<file path="config.mk">
export PLATFORM = sky130hd
export DESIGN_NAME = pwm_capture
export DESIGN_NICKNAME = d
export VERILOG_FILES = /design/src/rtl/pwm_pkg.sv /design/src/rtl/pwm_div.sv /design/src/rtl/pwm_capture.sv
export SDC_FILE = /design/constraint.sdc
export NUM_CORES = 1
export LEC_CHECK = 0
export CAP_MARGIN = 30
export CORE_ASPECT_RATIO = 0.5
export CORE_UTILIZATION = 50
export DETAILED_ROUTE_END_ITERATION = 6
export PLACE_DENSITY = 0.64
export SLEW_MARGIN = 20
export SYNTH_ARGS = -nofsm -noshare
export SYNTH_HDL_FRONTEND = slang
export SYNTH_HIERARCHICAL = 1
export SYNTH_SLANG_ARGS = --single-unit
</file>
<file path="constraint.sdc">
create_clock -name clk -period 4.5 [get_ports clk]
set_input_delay 0.45 -clock clk [delete_from_list [all_inputs] [get_ports clk]]
set_output_delay 0.45 -clock clk [all_outputs]
set_load 0.02 [all_outputs]
</file>
<file path="src/rtl/pwm_pkg.sv">
// rtl/pwm_pkg.sv - shared state type and scaling constant for the PWM capture block
package pwm_pkg;

    typedef enum logic [1:0] {
        ST_ARM,
        ST_MEASURE,
        ST_TIMEOUT
    } pwm_state_t;

    localparam int PCT_SCALE = 100;

endpackage

</file>
<file path="src/rtl/pwm_div.sv">
// rtl/pwm_div.sv - unsigned restoring divider, one quotient bit per cycle
module pwm_div #(
    parameter int NUM_W = 23,
    parameter int DEN_W = 16,
    parameter int QUO_W = NUM_W
) (
    input  logic             clk,
    input  logic             rst_n,
    input  logic             start,
    input  logic [NUM_W-1:0] num,
    input  logic [DEN_W-1:0] den,
    output logic             busy,
    output logic             done,
    output logic [QUO_W-1:0] quot
);

    localparam int CW = $clog2(NUM_W + 1);

    logic [DEN_W-1:0] rem_q;
    logic [DEN_W-1:0] den_q;
    logic [NUM_W-1:0] quo_q;
    logic [CW-1:0]    cnt_q;

    logic [DEN_W:0]   shifted;
    logic [DEN_W:0]   trial;
    logic             q_bit;
    logic [DEN_W-1:0] rem_nxt;
    logic [NUM_W-1:0] quo_nxt;

    // The partial remainder stays below den, so DEN_W+1 bits hold the shifted value.
    assign shifted = {rem_q, quo_q[NUM_W-1]};
    assign trial   = shifted - {1'b0, den_q};
    assign q_bit   = ~trial[DEN_W];
    assign rem_nxt = q_bit ? trial[DEN_W-1:0] : shifted[DEN_W-1:0];
    assign quo_nxt = {quo_q[NUM_W-2:0], q_bit};

    // done is raised during the final iteration so the caller can register the result with it.
    assign done = busy && (cnt_q == CW'(1));
    assign quot = quo_nxt[QUO_W-1:0];

    always_ff @(posedge clk or negedge rst_n) begin
        if (!rst_n) begin
            busy  <= 1'b0;
            rem_q <= '0;
            den_q <= '0;
            quo_q <= '0;
            cnt_q <= '0;
        end else if (start && !busy) begin
            busy  <= 1'b1;
            rem_q <= '0;
            den_q <= den;
            quo_q <= num;
            cnt_q <= CW'(NUM_W);
        end else if (busy) begin
            rem_q <= rem_nxt;
            quo_q <= quo_nxt;
            cnt_q <= cnt_q - CW'(1);
            if (cnt_q == CW'(1)) begin
                busy <= 1'b0;
            end
        end
    end

endmodule

</file>
<file path="src/rtl/pwm_capture.sv">
// rtl/pwm_capture.sv - measures period, high time and duty cycle of an asynchronous PWM input
module pwm_capture
    import pwm_pkg::*;
#(
    parameter int CNT_W       = 16,
    parameter int SYNC_STAGES = 2
) (
    input  logic             clk,
    input  logic             rst_n,
    input  logic             pwm_in,
    output logic [CNT_W-1:0] period_cnt,
    output logic [CNT_W-1:0] high_cnt,
    output logic [6:0]       duty_pct,
    output logic             valid,
    output logic             timeout,
    output logic             overrun
);

    localparam int               NUM_W   = CNT_W + 7;
    localparam logic [CNT_W-1:0] CNT_MAX = '1;

    logic [SYNC_STAGES-1:0] sync_q;
    logic                   lvl;
    logic                   lvl_d;
    logic                   rise;

    pwm_state_t state_q, state_d;
    logic [CNT_W-1:0] per_q, hi_q;
    logic [CNT_W-1:0] pend_per, pend_hi;
    logic             div_start, drop, sat;

    logic [NUM_W-1:0] div_num;
    logic             div_busy, div_done;
    logic [6:0]       div_quot;

    always_ff @(posedge clk or negedge rst_n) begin
        if (!rst_n) begin
            sync_q <= '0;
            lvl_d  <= 1'b0;
        end else begin
            sync_q <= {sync_q[SYNC_STAGES-2:0], pwm_in};
            lvl_d  <= lvl;
        end
    end

    assign lvl  = sync_q[SYNC_STAGES-1];
    assign rise = lvl & ~lvl_d;

    always_ff @(posedge clk or negedge rst_n) begin
        if (!rst_n) begin
            state_q <= ST_ARM;
        end else begin
            state_q <= state_d;
        end
    end

    always_comb begin
        state_d   = state_q;
        div_start = 1'b0;
        drop      = 1'b0;
        sat       = 1'b0;
        case (state_q)
            ST_ARM: begin
                if (rise) state_d = ST_MEASURE;
            end
            ST_MEASURE: begin
                if (rise) begin
                    if (div_busy) drop = 1'b1;
                    else          div_start = 1'b1;
                end else if (per_q == CNT_MAX) begin
                    sat     = 1'b1;
                    state_d = ST_TIMEOUT;
                end
            end
            ST_TIMEOUT: begin
                if (rise) state_d = ST_MEASURE;
            end
            default: state_d = ST_ARM;
        endcase
    end

    // High time counts the edge-detect flop, so the rise cycle itself lands in the new period's
    // high count one cycle late, and the cycle before the next rise is always low.
    always_ff @(posedge clk or negedge rst_n) begin
        if (!rst_n) begin
            per_q    <= '0;
            hi_q     <= '0;
            pend_per <= '0;
            pend_hi  <= '0;
        end else begin
            if (rise) begin
                per_q <= CNT_W'(1);
                hi_q  <= '0;
            end else if (state_d == ST_MEASURE) begin
                per_q <= per_q + CNT_W'(1);
                hi_q  <= hi_q + {{(CNT_W-1){1'b0}}, lvl_d};
            end else begin
                per_q <= '0;
                hi_q  <= '0;
            end
            if (div_start) begin
                pend_per <= per_q;
                pend_hi  <= hi_q;
            end
        end
    end

    assign div_num = NUM_W'(hi_q) * NUM_W'(PCT_SCALE);

    pwm_div #(
        .NUM_W (NUM_W),
        .DEN_W (CNT_W),
        .QUO_W (7)
    ) u_div (
        .clk   (clk),
        .rst_n (rst_n),
        .start (div_start),
        .num   (div_num),
        .den   (per_q),
        .busy  (div_busy),
        .done  (div_done),
        .quot  (div_quot)
    );

    always_ff @(posedge clk or negedge rst_n) begin
        if (!rst_n) begin
            period_cnt <= '0;
            high_cnt   <= '0;
            duty_pct   <= '0;
            valid      <= 1'b0;
            timeout    <= 1'b0;
            overrun    <= 1'b0;
        end else begin
            valid   <= 1'b0;
            overrun <= drop;
            timeout <= (state_d == ST_TIMEOUT);
            if (div_done) begin
                valid      <= 1'b1;
                period_cnt <= pend_per;
                high_cnt   <= pend_hi;
                duty_pct   <= div_quot;
            end else if (sat) begin
                valid      <= 1'b1;
                period_cnt <= '0;
                high_cnt   <= '0;
                duty_pct   <= lvl ? 7'(PCT_SCALE) : 7'd0;
            end
        end
    end

endmodule
</file>
==> results.txt <==
----------------------------------------------------
[Timing]
  Min Clock Period, post-route ... 3.589 ns
  Hold Slack ... 0.3632 ns
  Unrepaired setup endpoints after global routing ... no
  Setup Skew ... 0.01010 ns
  Final-layout setup total negative slack ... 0 ns
  # setup viols final ... 0
  Slew of the pin with the lowest slew margin ... 0.8727 ns
  Max-slew headroom at the worst pin ... 41.68%
  Share of the cycle needed by the critical path after routing ... 79.75%
  Max Clock Freq ... 278.7 MHz
  Hold Violations, Final ... 0
  Max Transition Viols Final ... 0

[Floorplanning]
  Starting density of the core ... 51.88%
  Die outline width ... 199.0 um
  CORE AREA ... 0.01870 mm2
  Die area ... 0.02000 mm2
  I/O pins ... 45
  Vertical extent of the die ... 100.5 um
  Row count ... 35

[Synth]
  Main flop type after synthesis ... sky130_fd_sc_hd__dfrtp_1
  Library cell with the highest instance count after synthesis ... sky130_fd_sc_hd__dfrtp_1
  Synth area leaders ... sky130_fd_sc_hd__dfrtp_1 44%, sky130_fd_sc_hd__ha_1 9.4%, sky130_fd_sc_hd__mux2_2 3.8%, sky130_fd_sc_hd__mux2i_1 3.8%, sky130_fd_sc_hd__nand2_1 3.8%
  Post-synthesis instance area ... 0.009702 mm2
  Synthesized flop and latch total ... 172
  Number of library cell types mapped by synthesis ... 71
  Synth cell count leaders ... 172 x sky130_fd_sc_hd__dfrtp_1, 98 x sky130_fd_sc_hd__nand2_1, 73 x sky130_fd_sc_hd__ha_1
  Area share of the leading cell type in the synthesized netlist ... 44.36%
  Mean Syn Cell Area ... 10.39 um2
  Ys async rst share ... 100.0%
  Number of warnings printed during yosys synthesis ... 6
  Sequential area share after synthesis ... 44.36%
  Number of enable-type register cells in the synthesized netlist ... 0
  Top cell type by total area after synthesis ... sky130_fd_sc_hd__dfrtp_1
  Post-Synthesis Cells ... 934

[Critical path]
  Max stage delay on crit path ... 0.46 ns
  Endpoint kind of the worst setup timing path ... flop
  Cell repeated most along the worst path ... sky130_fd_sc_hd__ha_1
  Critical Path AT ... 3.87 ns
  Cell with the biggest individual delay on the critical path ... sky130_fd_sc_hd__dfrtp_1
  Largest fanout of any net on the critical path ... 6
  Worst reg2reg setup slack ... 0.91 ns
  Count of buffering cells on the critical path with inverters included ... 0
  WS Path Type ... reg -> reg
  Cell family contributing the most delay on the critical path ... adder cells
  Count of cells along the worst register-to-register path ... 11
  CP Cell Sequence ... ha_1 > ha_1 > fa_1 > ha_1 > or2_1 > a41o_1 > a211o_1 > a2111oi_2 > nor3_1 > mux2i_1 > o21ai_0
  Startpoint of the worst-slack reg-to-reg timing path ... hi_q[3]
  CP Launch Type ... flop
  Critical path data required time ... 4.78 ns
  Worst flop-to-flop path endpoint ... u_div/quo_q[21]

[Place]
  Port Buffer Count ... 44
  GPL Wtd Cong ... 0.8957
  HPWL after DPL ... 13.75 mm
  Cell area reported after detailed placement ... 0.01029 mm2

[Detailed routing]
  DR iter-0 viols ... 353
  Average wire per cell in the routed design ... 16.01 um
  Detailed Routing Iterations Pass 1 ... 5
  Antenna violation net count after detailed routing ... 0
  Total routed wirelength ... 19.70 mm
  Number of vias per cell ... 5.550
  Count of unresolved DRC violations after routing ... 0
  Via count ... 6832

[Power]
  Leakage power total ... 5.194 nW
  Internal portion of total power ... 3.646 mW
  Sum of internal, switching and leakage power ... 5.740 mW
  Power per cell area ... 527.0 mW/mm2
  Sequential share of power ... 36.9%
  VDD IR-drop max ... 0.3042 mV
  Power share of the clock group ... 25.2%
  Switching portion of total power ... 36.47%
  Relative contribution of combinational cells to total power ... 37.9%
  Net switching component of the power ... 2.093 mW

[Worst hold path]
  Origin of the worst min-delay path ... sync_q[0]
  HP Class ... reg -> reg
  Worst hold stages ... 0
  Hold worst-path end ... sync_q[1]

[Global routing]
  Vias in the first global route ... 6716
  Number of antenna violations at the first check in global routing ... 0
  Pin count of the biggest net entering global routing ... 116
  Global-route wire length before repair ... 33.47 mm
  Total overflow reported by the global router ... 0
  Global Route Usage Sum ... 21.10%

[Cells and area]
  Final standard cell area without fillers ... 0.01089 mm2
  Number of nets in the layout ... 1048
  ANT cells ... 0
  Area growth syn-to-layout ... 12.26%
  Share of layout cells above drive strength 1 ... 9.156%
  Filler Cell Count ... 1616

[Clocking]
  Number of clock buffers inserted by TritonCTS ... 17
  Clock root buffer master ... sky130_fd_sc_hd__clkbuf_16
  Maximum buffer depth of the clock tree ... 2
  CTS tree ... built
  Clock latency on the worst-skew pair ... 0.43 ns
  Clock transition time at the flip-flop clock pins of the worst setup and hold paths ... 0.07 ns
  Number of levels in the clock H-tree ... 4
  TritonCTS sink count ... 172

[Job]
  # Max-Cap Violations ... 0

[Status]
  Run status ... complete, no violations

----------------------------------------------------
## state kept, by name, summed over array words and instances (netlist names), 2 cells and up
register	count
duty_pct	7
per_q	16
period_cnt	16
u_div/cnt_q	5
state_q	2
pend_per	16
u_div/den_q	16
u_div/quo_q	23
u_div/rem_q	16
pend_hi	16
sync_q	2
hi_q	16
high_cnt	16
## cell usage in the layout, fill, tap and decap left out, types with 4 or more instances in the layout
master                            synthesis  final
sky130_fd_sc_hd__a211o_1                  4      4
sky130_fd_sc_hd__a21o_1                  10     10
sky130_fd_sc_hd__a21oi_1                 36     36
sky130_fd_sc_hd__a22o_1                  37     37
sky130_fd_sc_hd__and2_1                   4      4
sky130_fd_sc_hd__and3_1                  12     12
sky130_fd_sc_hd__and4_1                   5      5
sky130_fd_sc_hd__buf_4                    8      7
sky130_fd_sc_hd__clkbuf_16                0     17
sky130_fd_sc_hd__clkdlybuf4s50_1          0     43
sky130_fd_sc_hd__clkinvlp_4               0      5
sky130_fd_sc_hd__dfrtp_1                172    171
sky130_fd_sc_hd__fa_1                    12     12
sky130_fd_sc_hd__ha_1                    73     73
sky130_fd_sc_hd__inv_1                   60     60
sky130_fd_sc_hd__mux2_2                  33     33
sky130_fd_sc_hd__mux2i_1                 37     37
sky130_fd_sc_hd__nand2_1                 98     98
sky130_fd_sc_hd__nand2b_1                 9      9
sky130_fd_sc_hd__nand3_1                 17     17
sky130_fd_sc_hd__nand4_1                  5      5
sky130_fd_sc_hd__nor2_1                  52     52
sky130_fd_sc_hd__nor2b_1                  5      5
sky130_fd_sc_hd__nor3_1                  16     15
sky130_fd_sc_hd__o211ai_1                 7      7
sky130_fd_sc_hd__o21ai_0                 53     53
sky130_fd_sc_hd__o21ai_1                 15     15
sky130_fd_sc_hd__o31ai_1                  4      4
sky130_fd_sc_hd__xnor2_1                 34     34
sky130_fd_sc_hd__xor2_1                  21     21
## kinds of logic (layout without fill, tap and decap cells)
kind of cell,Yosys count,after routing,synth area share (%)
buffers and inverters,108,145,5.017
AO/OA/AOI/OAI,201,201,14.13
XOR/XNOR,55,55,4.965
other,1,2,0.03865
flip-flops,172,172,44.36
adder cells (fa/ha/maj),85,85,11.89
multiplexers,70,70,7.648
AND/OR/NAND/NOR,242,242,11.94
## layout make-up
| type | count | area [um2] | share of cell area [%] |
|---|---|---|---|
| clock buffers | 21 | 470.5 | 4.319 |
| inverters | 60 | 225.2 | 2.068 |
| clock inverters | 10 | 107.6 | 0.9879 |
| well taps | 259 | 324.1 | 2.975 |
| repair buffers | 54 | 539.3 | 4.951 |
| multi-input cells | 655 | 4920 | 45.17 |
| flip-flops and latches | 172 | 4305 | 39.53 |
## timing repair
action	in CTS	in global routing
setup buffers	0	0
hold buffers	1	0
hold endpoints to repair	5	0
resized for setup	0	0
## metal layers
layer  GRT usage [%]  wire length [um]  vias up
met5               0                 0        -
met4           4.852               180        0
met3           3.814               567       19
met2           34.40              9332       75
met1           29.46              9624     3417
li1                -                 -     3321
## worst max-delay path by stage
stage               startpoint              end  slack (ns)  cells after the start
global placement       hi_q[3]  u_div/quo_q[21]        0.98                     11
finish                 hi_q[3]  u_div/quo_q[21]        0.91                     11
CTS                    hi_q[3]  u_div/quo_q[21]        0.90                     11
floorplan              hi_q[3]  u_div/quo_q[21]        1.14                     11
global route           hi_q[7]  u_div/quo_q[21]        0.73                     11
detailed placement     hi_q[3]  u_div/quo_q[21]        0.90                     11
## power by group through the flow
stage	combinational [mW]	sequential [mW]	clock (mW)
2_1_floorplan	1.71	2.12	0
3_3_place_gp	2.10	2.14	0
3_5_place_dp	2.17	2.15	0
4_1_cts	2.19	2.12	1.49
5_1_grt	2.43	2.16	1.55
6_report	2.17	2.12	1.45
## metrics by stage
| step | utilization, % | worst slack [ns] | cells |
|---|---|---|---|
| global route | 58.25 | 0.7251 | 1231 |
| global placement | 55.02 | 0.9823 | 1198 |
| floorplan | - | 1.140 | 935 |
| CTS | 58.17 | 0.9044 | 1230 |
| finish | 58.25 | 0.9114 | 1231 |
| detailed placement | 55.02 | 0.8962 | 1198 |
No activity file was read; power rests on OpenSTA's default activity.
